[src/rtl/mem_port_arbiter.sv]
// Round-robin arbiter sharing one memory port between NUM_PORTS requesters, one transaction in flight.
// Define MEM_ARB_STATS_EN to add saturating per-port grant and timeout counters.

module mem_port_arbiter #(
    parameter int NUM_PORTS      = 2,
    parameter int ADDR_W         = 32,
    parameter int DATA_W         = 32,
    parameter int TIMEOUT_CYCLES = 64
) (
    input  logic                        clock,
    input  logic                        reset,
    input  logic [NUM_PORTS-1:0]        req_valid_ip,
    output logic [NUM_PORTS-1:0]        req_ready_op,
    input  logic [NUM_PORTS-1:0]        req_we_ip,
    input  logic [NUM_PORTS*ADDR_W-1:0] req_addr_ip,
    input  logic [NUM_PORTS*DATA_W-1:0] req_wdata_ip,
    output logic [NUM_PORTS-1:0]        rsp_valid_op,
    output logic                        rsp_err_op,
    output logic [DATA_W-1:0]           rsp_rdata_op,
    output logic                        mem_req_op,
    output logic                        mem_we_op,
    output logic [ADDR_W-1:0]           mem_addr_op,
    output logic [DATA_W-1:0]           mem_wdata_op,
    input  logic                        mem_gnt_ip,
    input  logic                        mem_rvalid_ip,
    input  logic [DATA_W-1:0]           mem_rdata_ip
`ifdef MEM_ARB_STATS_EN
    ,
    output logic [NUM_PORTS*16-1:0]     stat_grants_op,
    output logic [15:0]                 stat_timeouts_op
`endif
);

    localparam int PTR_W = $clog2(NUM_PORTS);
    localparam int CNT_W = (TIMEOUT_CYCLES > 2) ? $clog2(TIMEOUT_CYCLES) : 1;
    localparam bit TIMEOUT_EN = (TIMEOUT_CYCLES != 0);
    localparam logic [CNT_W-1:0] CNT_LAST = CNT_W'((TIMEOUT_CYCLES > 0) ? TIMEOUT_CYCLES - 1 : 0);
    localparam logic [PTR_W-1:0] PTR_LAST = PTR_W'(NUM_PORTS - 1);

    typedef enum logic [1:0] {
        ST_IDLE,
        ST_REQ,
        ST_RESP
    } state_e;

    state_e                 state_q, state_d;
    logic [PTR_W-1:0]       rr_ptr_q, rr_ptr_d;
    logic [PTR_W-1:0]       id_q, id_d;
    logic                   we_q, we_d;
    logic [ADDR_W-1:0]      addr_q, addr_d;
    logic [DATA_W-1:0]      wdata_q, wdata_d;
    logic [CNT_W-1:0]       cnt_q, cnt_d;
    logic [NUM_PORTS-1:0]   rsp_valid_q, rsp_valid_d;
    logic                   rsp_err_q, rsp_err_d;
    logic [DATA_W-1:0]      rsp_rdata_q, rsp_rdata_d;

    logic [PTR_W-1:0]       winner;
    logic                   win_found;
    logic                   timeout_hit;

    // Scan from rr_ptr upwards with wrap; the first valid port wins.
    always_comb begin
        logic [PTR_W-1:0] idx;
        winner    = '0;
        win_found = 1'b0;
        idx       = '0;
        for (int k = 0; k < NUM_PORTS; k++) begin
            idx = PTR_W'((int'(rr_ptr_q) + k) % NUM_PORTS);
            if (!win_found && req_valid_ip[idx]) begin
                winner    = idx;
                win_found = 1'b1;
            end
        end
    end

    assign timeout_hit = TIMEOUT_EN && (cnt_q == CNT_LAST);

    always_comb begin
        // NOTE: every signal gets a default before the case, so no path can infer a latch.
        state_d      = state_q;
        rr_ptr_d     = rr_ptr_q;
        id_d         = id_q;
        we_d         = we_q;
        addr_d       = addr_q;
        wdata_d      = wdata_q;
        cnt_d        = cnt_q;
        rsp_valid_d  = '0;
        rsp_err_d    = 1'b0;
        rsp_rdata_d  = rsp_rdata_q;
        req_ready_op = '0;
        mem_req_op   = 1'b0;

        case (state_q)
            ST_IDLE: begin
                if (win_found) begin
                    req_ready_op[winner] = 1'b1;
                    id_d     = winner;
                    we_d     = req_we_ip[winner];
                    addr_d   = req_addr_ip[int'(winner)*ADDR_W +: ADDR_W];
                    wdata_d  = req_wdata_ip[int'(winner)*DATA_W +: DATA_W];
                    rr_ptr_d = (winner == PTR_LAST) ? '0 : winner + PTR_W'(1);
                    state_d  = ST_REQ;
                end
            end
            ST_REQ: begin
                mem_req_op = 1'b1;
                if (mem_gnt_ip) begin
                    cnt_d   = '0;
                    state_d = ST_RESP;
                end
            end
            ST_RESP: begin
                cnt_d = cnt_q + CNT_W'(1);
                // A response arriving on the timeout cycle takes priority over the error.
                if (mem_rvalid_ip) begin
                    rsp_valid_d[id_q] = 1'b1;
                    rsp_rdata_d       = we_q ? '0 : mem_rdata_ip;
                    state_d           = ST_IDLE;
                end else if (timeout_hit) begin
                    rsp_valid_d[id_q] = 1'b1;
                    rsp_err_d         = 1'b1;
                    rsp_rdata_d       = '0;
                    state_d           = ST_IDLE;
                end
            end
            default: state_d = ST_IDLE;
        endcase
    end

    always_ff @(posedge clock) begin
        if (reset) begin
            state_q     <= ST_IDLE;
            rr_ptr_q    <= '0;
            id_q        <= '0;
            we_q        <= 1'b0;
            addr_q      <= '0;
            wdata_q     <= '0;
            cnt_q       <= '0;
            rsp_valid_q <= '0;
            rsp_err_q   <= 1'b0;
            rsp_rdata_q <= '0;
        end else begin
            // NOTE: non-blocking updates so every flop samples the pre-edge values.
            state_q     <= state_d;
            rr_ptr_q    <= rr_ptr_d;
            id_q        <= id_d;
            we_q        <= we_d;
            addr_q      <= addr_d;
            wdata_q     <= wdata_d;
            cnt_q       <= cnt_d;
            rsp_valid_q <= rsp_valid_d;
            rsp_err_q   <= rsp_err_d;
            rsp_rdata_q <= rsp_rdata_d;
        end
    end

    assign mem_we_op    = we_q;
    assign mem_addr_op  = addr_q;
    assign mem_wdata_op = wdata_q;
    assign rsp_valid_op = rsp_valid_q;
    assign rsp_err_op   = rsp_err_q;
    assign rsp_rdata_op = rsp_rdata_q;

`ifdef MEM_ARB_STATS_EN
    logic [15:0] grants_q [NUM_PORTS];
    logic [15:0] grants_d [NUM_PORTS];
    logic [15:0] timeouts_q, timeouts_d;

    always_comb begin
        grants_d   = grants_q;
        timeouts_d = timeouts_q;
        if (state_q == ST_IDLE && win_found && grants_q[winner] != 16'hFFFF) begin
            grants_d[winner] = grants_q[winner] + 16'd1;
        end
        if (state_q == ST_RESP && !mem_rvalid_ip && timeout_hit && timeouts_q != 16'hFFFF) begin
            timeouts_d = timeouts_q + 16'd1;
        end
    end

    // NOTE: the counter array is reset explicitly; software reads it as a clean zero after reset.
    always_ff @(posedge clock) begin
        if (reset) begin
            for (int i = 0; i < NUM_PORTS; i++) begin
                grants_q[i] <= '0;
            end
            timeouts_q <= '0;
        end else begin
            grants_q   <= grants_d;
            timeouts_q <= timeouts_d;
        end
    end

    for (genvar i = 0; i < NUM_PORTS; i++) begin : g_stat
        assign stat_grants_op[i*16 +: 16] = grants_q[i];
    end
    assign stat_timeouts_op = timeouts_q;
`endif

endmodule

[config.mk]
export PLATFORM = sky130hd
export DESIGN_NAME = mem_port_arbiter
export DESIGN_NICKNAME = d
export VERILOG_FILES = /design/src/rtl/mem_port_arbiter.sv
export SDC_FILE = /design/constraint.sdc
export NUM_CORES = 1
export LEC_CHECK = 0
export BUFFER_PORTS_ARGS = -buffer_cell sky130_fd_sc_hd__buf_2
export CAP_MARGIN = 40
export CELL_PAD_IN_SITES_DETAIL_PLACEMENT = 0
export CELL_PAD_IN_SITES_GLOBAL_PLACEMENT = 2
export CORE_ASPECT_RATIO = 0.5
export CORE_MARGIN = 2
export CORE_UTILIZATION = 26
export CTS_CLUSTER_SIZE = 14
export DETAILED_ROUTE_END_ITERATION = 6
export PLACE_DENSITY_LB_ADDON = 0.08
export SLEW_MARGIN = 20
export SYNTH_ARGS = -nofsm -noshare
export SYNTH_HDL_FRONTEND = slang
export SYNTH_SLANG_ARGS = --single-unit
[constraint.sdc]
create_clock -name clock -period 4.72 [get_ports clock]
set_clock_uncertainty 0.1 [all_clocks]
set_input_delay 0.708 -clock clock [delete_from_list [all_inputs] [get_ports clock]]
set_output_delay 0.708 -clock clock [all_outputs]
set_load 0.01 [all_outputs]
After elaboration in Yosys (flattened, before gate mapping)
Cells that the tools add are included.
{ "word_totals": {"out_inout_bits": 103, "reg_bits": 110, "input_bits": 168} }
{ "classes": {"order_cmp": 6, "n_reduce_logical": 13, "shift": 2, "n_addsub": 3, "eq_ne": 6, "bitwise": 1, "muxes": 31} }
{ "ops": {"columns": ["operator", "n"], "rows": [
  ["variable part select 64 x 7 -> 32 bit", 2],
  ["2-to-1 mux 32 bit", 3],
  ["2-to-1 mux 2 bit", 8],
  ["2-to-1 mux 1 bit", 15],
  ["case mux 6 bit (2 select lines)", 1],
  ["< comparator 1 x 2 -> 1 bit, second input constant", 4],
  ["adder 6 x 1 -> 6 bit, second input constant", 1],
  ["== test 6 bit, second input constant", 1],
  ["2-to-1 mux 6 bit", 1],
  ["case mux 2 bit (3 select lines)", 1],
  ["AND reduction 2 bit", 3],
  ["inequality test 2 bit, second input constant", 2],
  ["nonzero test 2 bit", 2],
  ["logical AND 1 bit", 3],
  ["inequality test 3 bit, second input constant", 1],
  ["AND reduction 3 bit", 1],
  ["OR reduction 3 bit", 1],
  ["adder 1 bit, second input constant", 2],
  ["demux 1 bit (select 1 bit)", 2],
  ["== test 2 x 1 -> 1 bit, second input constant", 1],
  ["== test 2 bit, second input constant", 1],
  ["greater-or-equal comparator 1 bit, second input constant", 2],
  ["zero test 2 bit", 1],
  ["OR reduction 2 bit", 1],
  ["other kinds (2)", 2]
]} }

Longest topological paths before layout
{ "logic_depth": {"ltp_word": 12, "mapped_depth": 6} }

Least setup slack after synthesis
No wires, ideal clock.
{ "synth_timing": {"path_type": "in2out", "startpoint": "in req_valid_ip[1]", "endpoint": "out req_ready_op[0]", "arrival_time_ns": 1.575, "path_stages": 6, "slack_ns": 2.337, "n_path_buf": 3, "required_time_ns": 3.912, "path_cell_list": "buf_2 a21boi_1 buf_2 buf_2 nand2_1 inv_1"} }
{ "synth_between": {"elab_chain_cells": 12} }
{ "synth_rtl": {"columns": ["element", "line", "source"], "rows": [
  ["start: declaration", "12", "input logic [NUM_PORTS-1:0] req_valid_ip,"],
  ["2-to-1 mux 1 bit (not written as such) (2 in series)", "69", "if (!win_found && req_valid_ip[idx]) begin"],
  ["2-to-1 mux 1 bit", "69", null],
  ["zero test 1 bit", "69", null],
  ["logical AND 1 bit", "69", null],
  ["2-to-1 mux 1 bit", "69", null],
  ["< comparator 1 x 2 -> 1 bit (not written as such) or greater-or-equal comparator 1 bit (tied branches)", "96", "req_ready_op[winner] = 1'b1;"],
  ["logical AND 1 bit (not written as such)", "96", null],
  ["2-to-1 mux 1 bit (not written as such)", "96", null],
  ["demux 1 bit (select 1 bit)", "96", null],
  ["2-to-1 mux 2 bit *", "95", "if (win_found) begin"],
  ["2-to-1 mux 2 bit *", "93", "case (state_q)"],
  ["end: declaration", "13", "output logic [NUM_PORTS-1:0] req_ready_op,"]
]} }
Mark *: on every way between the ends. The rest lies on a longest branch, timed or not. The select of a mux whose other input is x is not followed.

Worst setup path in the final report
{ "layout_timing": {"startpoint": "reg state_q[1]", "endpoint": "out req_ready_op[0]"} }
{ "layout_between": {"elab_chain_cells": 2} }
{ "layout_rtl": {"columns": ["element", "line", "source"], "rows": [
  ["start: declaration", "46", "state_e state_q, state_d;"],
  ["start signal: assignment", "144", "state_q <= state_d;"],
  ["zero test 2 bit", "93", null],
  ["2-to-1 mux 2 bit", "93", null]
]} }
No other way between the ends.

==> metrics.csv <==
stage,metric,value,unit
outcome,run_status,"complete, no violations",
routing,starting_drc_count_in_detailed_routing,333,
setup_path,crit_path_cell_trace,nor2_4 > buf_4 > nand2_1 > inv_1 > buf_2,
setup_path,setup.worst_path.class,reg -> out,
cts,postCtsSetupRepairBufs,0,
die,site_rows,35,
placement,port_buffers,270,
sta,report.final.slew_viol_count,0,
cts,cts.sinks,110,
power,static-leakage-power,3.073,nW
cts,clk_root_buffer_cell,clkbuf_16,
routing,dr.max_layer_used,met5,
cts,worst_skew_pair.late_latency,350,ps
synth,syn-cell-area,5026,sq um
placement,post-dp-hpwl,12600,um
grt,via_count_of_the_first_global_routing_pass,5193,
synth,synth_seq_area_share,0.4381,
routing,routed-wl-met3,1361,um
die,floorplan.die_area,20530,sq um
setup_path,slowest_stage,buf_4,
synth,yosys.cell_types.count,36,
sta,postLayoutSetupSlackWorst,1806,ps
routing,antenna_violating_nets_post_route,0,
cts,tritoncts.num_buffers,9,
synth,synth_enable_flop_cells,0,
die,initial_utilization,0.2694,
cells_and_area,multiInputGateArea,2512,sq um
placement,place_worst_setup_slack,1925,ps
cells_and_area,fillCellCount,2033,
setup_path,worst_path_dominant_cell_family,buffers and inverters,
worst_hold_path,min_path_type,reg -> reg,
sta,finalSetupViolCount,0,
synth,yosys_warnings,0,
cells_and_area,area_growth,35.13,%
setup_path,critical_path.endpoint_type,output port,
die,placeableCoreArea,18660,sq um
sta,finalCriticalPeriod,2914,ps
synth,post_syn_nets,768,
routing,detailed_route_drc_error_count,0,
grt,total_grt_usage,0.1792,
synth,netlist_top_cells_count,"dfxtp_1 (110), a31oi_1 (68), nand3_1 (68)",
cts,cts_tree,done,
cells_and_area,ff_latch_area,2202,sq um
die,die_height,102.3,um
synth,post-synth-top-count-cell,dfxtp_1,
grt,grt.overflow.total,0,
synth,synth-async-reset-ratio,0,
die,dieWidth,200.6,um
routing,aggregate_routed_wire_length,19130,um
synth,avgSynthCellArea,8.391,sq um
cts,cts.repair.resized,0,
die,ioPinCount,271,
setup_path,timing.critical_path.slowest_cell_delay,540,ps
grt,antenna_violations_before_repair,4,
setup_path,cp.arrival,2110,ps
routing,wl_met1,8860,um
synth,synthTopCellsByArea,"dfxtp_1 (44%), a31oi_1 (8.5%), nand4_1 (8.1%)",
cts,ctsLongestPathBuffers,2,
power,p_total,0.002165,W
synth,area_fraction_of_the_dominant_cell_type_after_synthesis,0.4381,
synth,synthCells,599,
cts,hold_buffers,0,
setup_path,worst_path_buf_inv,3,
grt,grt_pass1_wl,29270,um
power,vdd.ir_drop.worst,0.0001418,V
cells_and_area,nets,990,
sta,max_clk_rate,343.1,MHz
synth,synth_top_cell_by_area,dfxtp_1,
power,power_per_cell_area,318.8,nW/um^2
setup_path,timing.critical_path.fanout_max,55,
sta,rsz0062_at_grt,no,
routing,wl_per_cell,17.62,um
sta,timing.slew.headroom,0.4834,
cells_and_area,post_route_cells_drive_above_1_share,0.3673,
sta,worst_pin_slew,774.9,ps
routing,drt-pass1-iter-count,5,
run,drv.max_cap_violation_count,0,
cts,cts.htree.levels,3,
setup_path,worst_setup_path_start_kind,register,
setup_path,worst-endpoint-required,3910,ps
routing,dr_wl_met2,8700,um
routing,vias_per_cell,4.980,
placement,place_congestion,0.7462,
synth,synth-seq-cells,110,
sta,post-route-period-util,0.6175,
sta,hold_viol_final,0,
cts,worst_setup_hold_path_clk_slew,70,ps
routing,num_vias,5408,
sta,totalNegativeSetupSlack,0,ps
grt,maximum_number_of_pins_on_one_net_before_global_route_repair,70,
synth,most_frequently_used_flop_master_after_synthesis,dfxtp_1,
-- power by group --
group          leakage (nW)  switching (W)  total, W  internal [W]
combinational          2.05       0.000272  0.000446      0.000174
sequential            0.899      0.0000326   0.00102      0.000985
clock                 0.128       0.000348  0.000701      0.000353
-- layout by cell type (no fill, tap or decap), drive strengths merged, types with 3 or more instances in the layout --
master / Yosys / layout
mux2i: 34 / 34
buf: 30 / 282
a21oi: 9 / 9
clkinv: 0 / 4
o21ai: 68 / 68
nand2b: 35 / 35
nand3: 68 / 68
nor2: 4 / 4
inv: 4 / 4
nor3: 3 / 3
dfxtp: 110 / 110
nand2: 39 / 39
a31oi: 68 / 68
clkbuf: 41 / 10
nand4: 65 / 65
-- sequential cells by signal, indices dropped and copies added, names as in the netlist --
register / flops
rsp_valid_op: 2
state_q: 2
id_q: 1
mem_wdata_op: 32
mem_we_op: 1
cnt_q: 6
rsp_rdata_op: 32
rsp_err_op: 1
rr_ptr_q: 1
mem_addr_op: 32
-- cell families after synthesis --
kind of cell,share of synthesized area
buf+inv,0.06746
compound gates,0.1748
simple gates,0.2494
fa+ha+maj,0.002489
flops,0.4381
mux,0.06771
-- routing by layer --
layer / vias up / global-route usage
met5: - / 0
met4: 2 / 0.04501
met3: 17 / 0.05995
met2: 182 / 0.2802
met1: 2540 / 0.2396
li1: 2667 / -
-- tightest hold or removal path, delay by kind of cell, from the launching register on --
kind / cells / cell delay (ps)
flip-flops: 1 / 310
multiplexers: 1 / 60
AND/OR/NAND/NOR: 1 / 60
-- final timing paths --
kind | startpoint | endpoint | slack (ps) | cells past startpoint
worst min register to register | rsp_rdata_op[8] | rsp_rdata_op[8] | 370 | 2
worst max register to register | state_q[0] | rsp_rdata_op[18] | 2580 | 4
worst max-delay path | state_q[1] | req_ready_op[0] | 1810 | 5
worst min-delay path | rsp_rdata_op[8] | rsp_rdata_op[8] | 370 | 2
-- stage by stage --
step / instances / hold WS [ps] / utilization / area, sq um
3_3_place_gp: 1067 / 358.1 / 0.3475 / 6482
5_1_grt: 1085 / 393.1 / 0.3639 / 6789
6_report: 1086 / 374.5 / 0.3641 / 6792
3_5_place_dp: 1068 / 364.1 / 0.3490 / 6510
4_1_cts: 1083 / 378.4 / 0.3627 / 6766
2_1_floorplan: 599 / 309.1 / - / 5026
-- cell type report --
| class | instances | area share |
|---|---|---|
| Sequential cell | 110 | 0.3242 |
| Timing Repair Buffer | 282 | 0.2174 |
| Tap cell | 259 | 0.04772 |
| Antenna cell | 2 | 0.0007369 |
| Clock buffer | 10 | 0.03371 |
| Inverter | 4 | 0.002211 |
| Multi-Input combinational cell | 414 | 0.3699 |
| Clock inverter | 5 | 0.004053 |
Power figures use the tool's default switching activity.
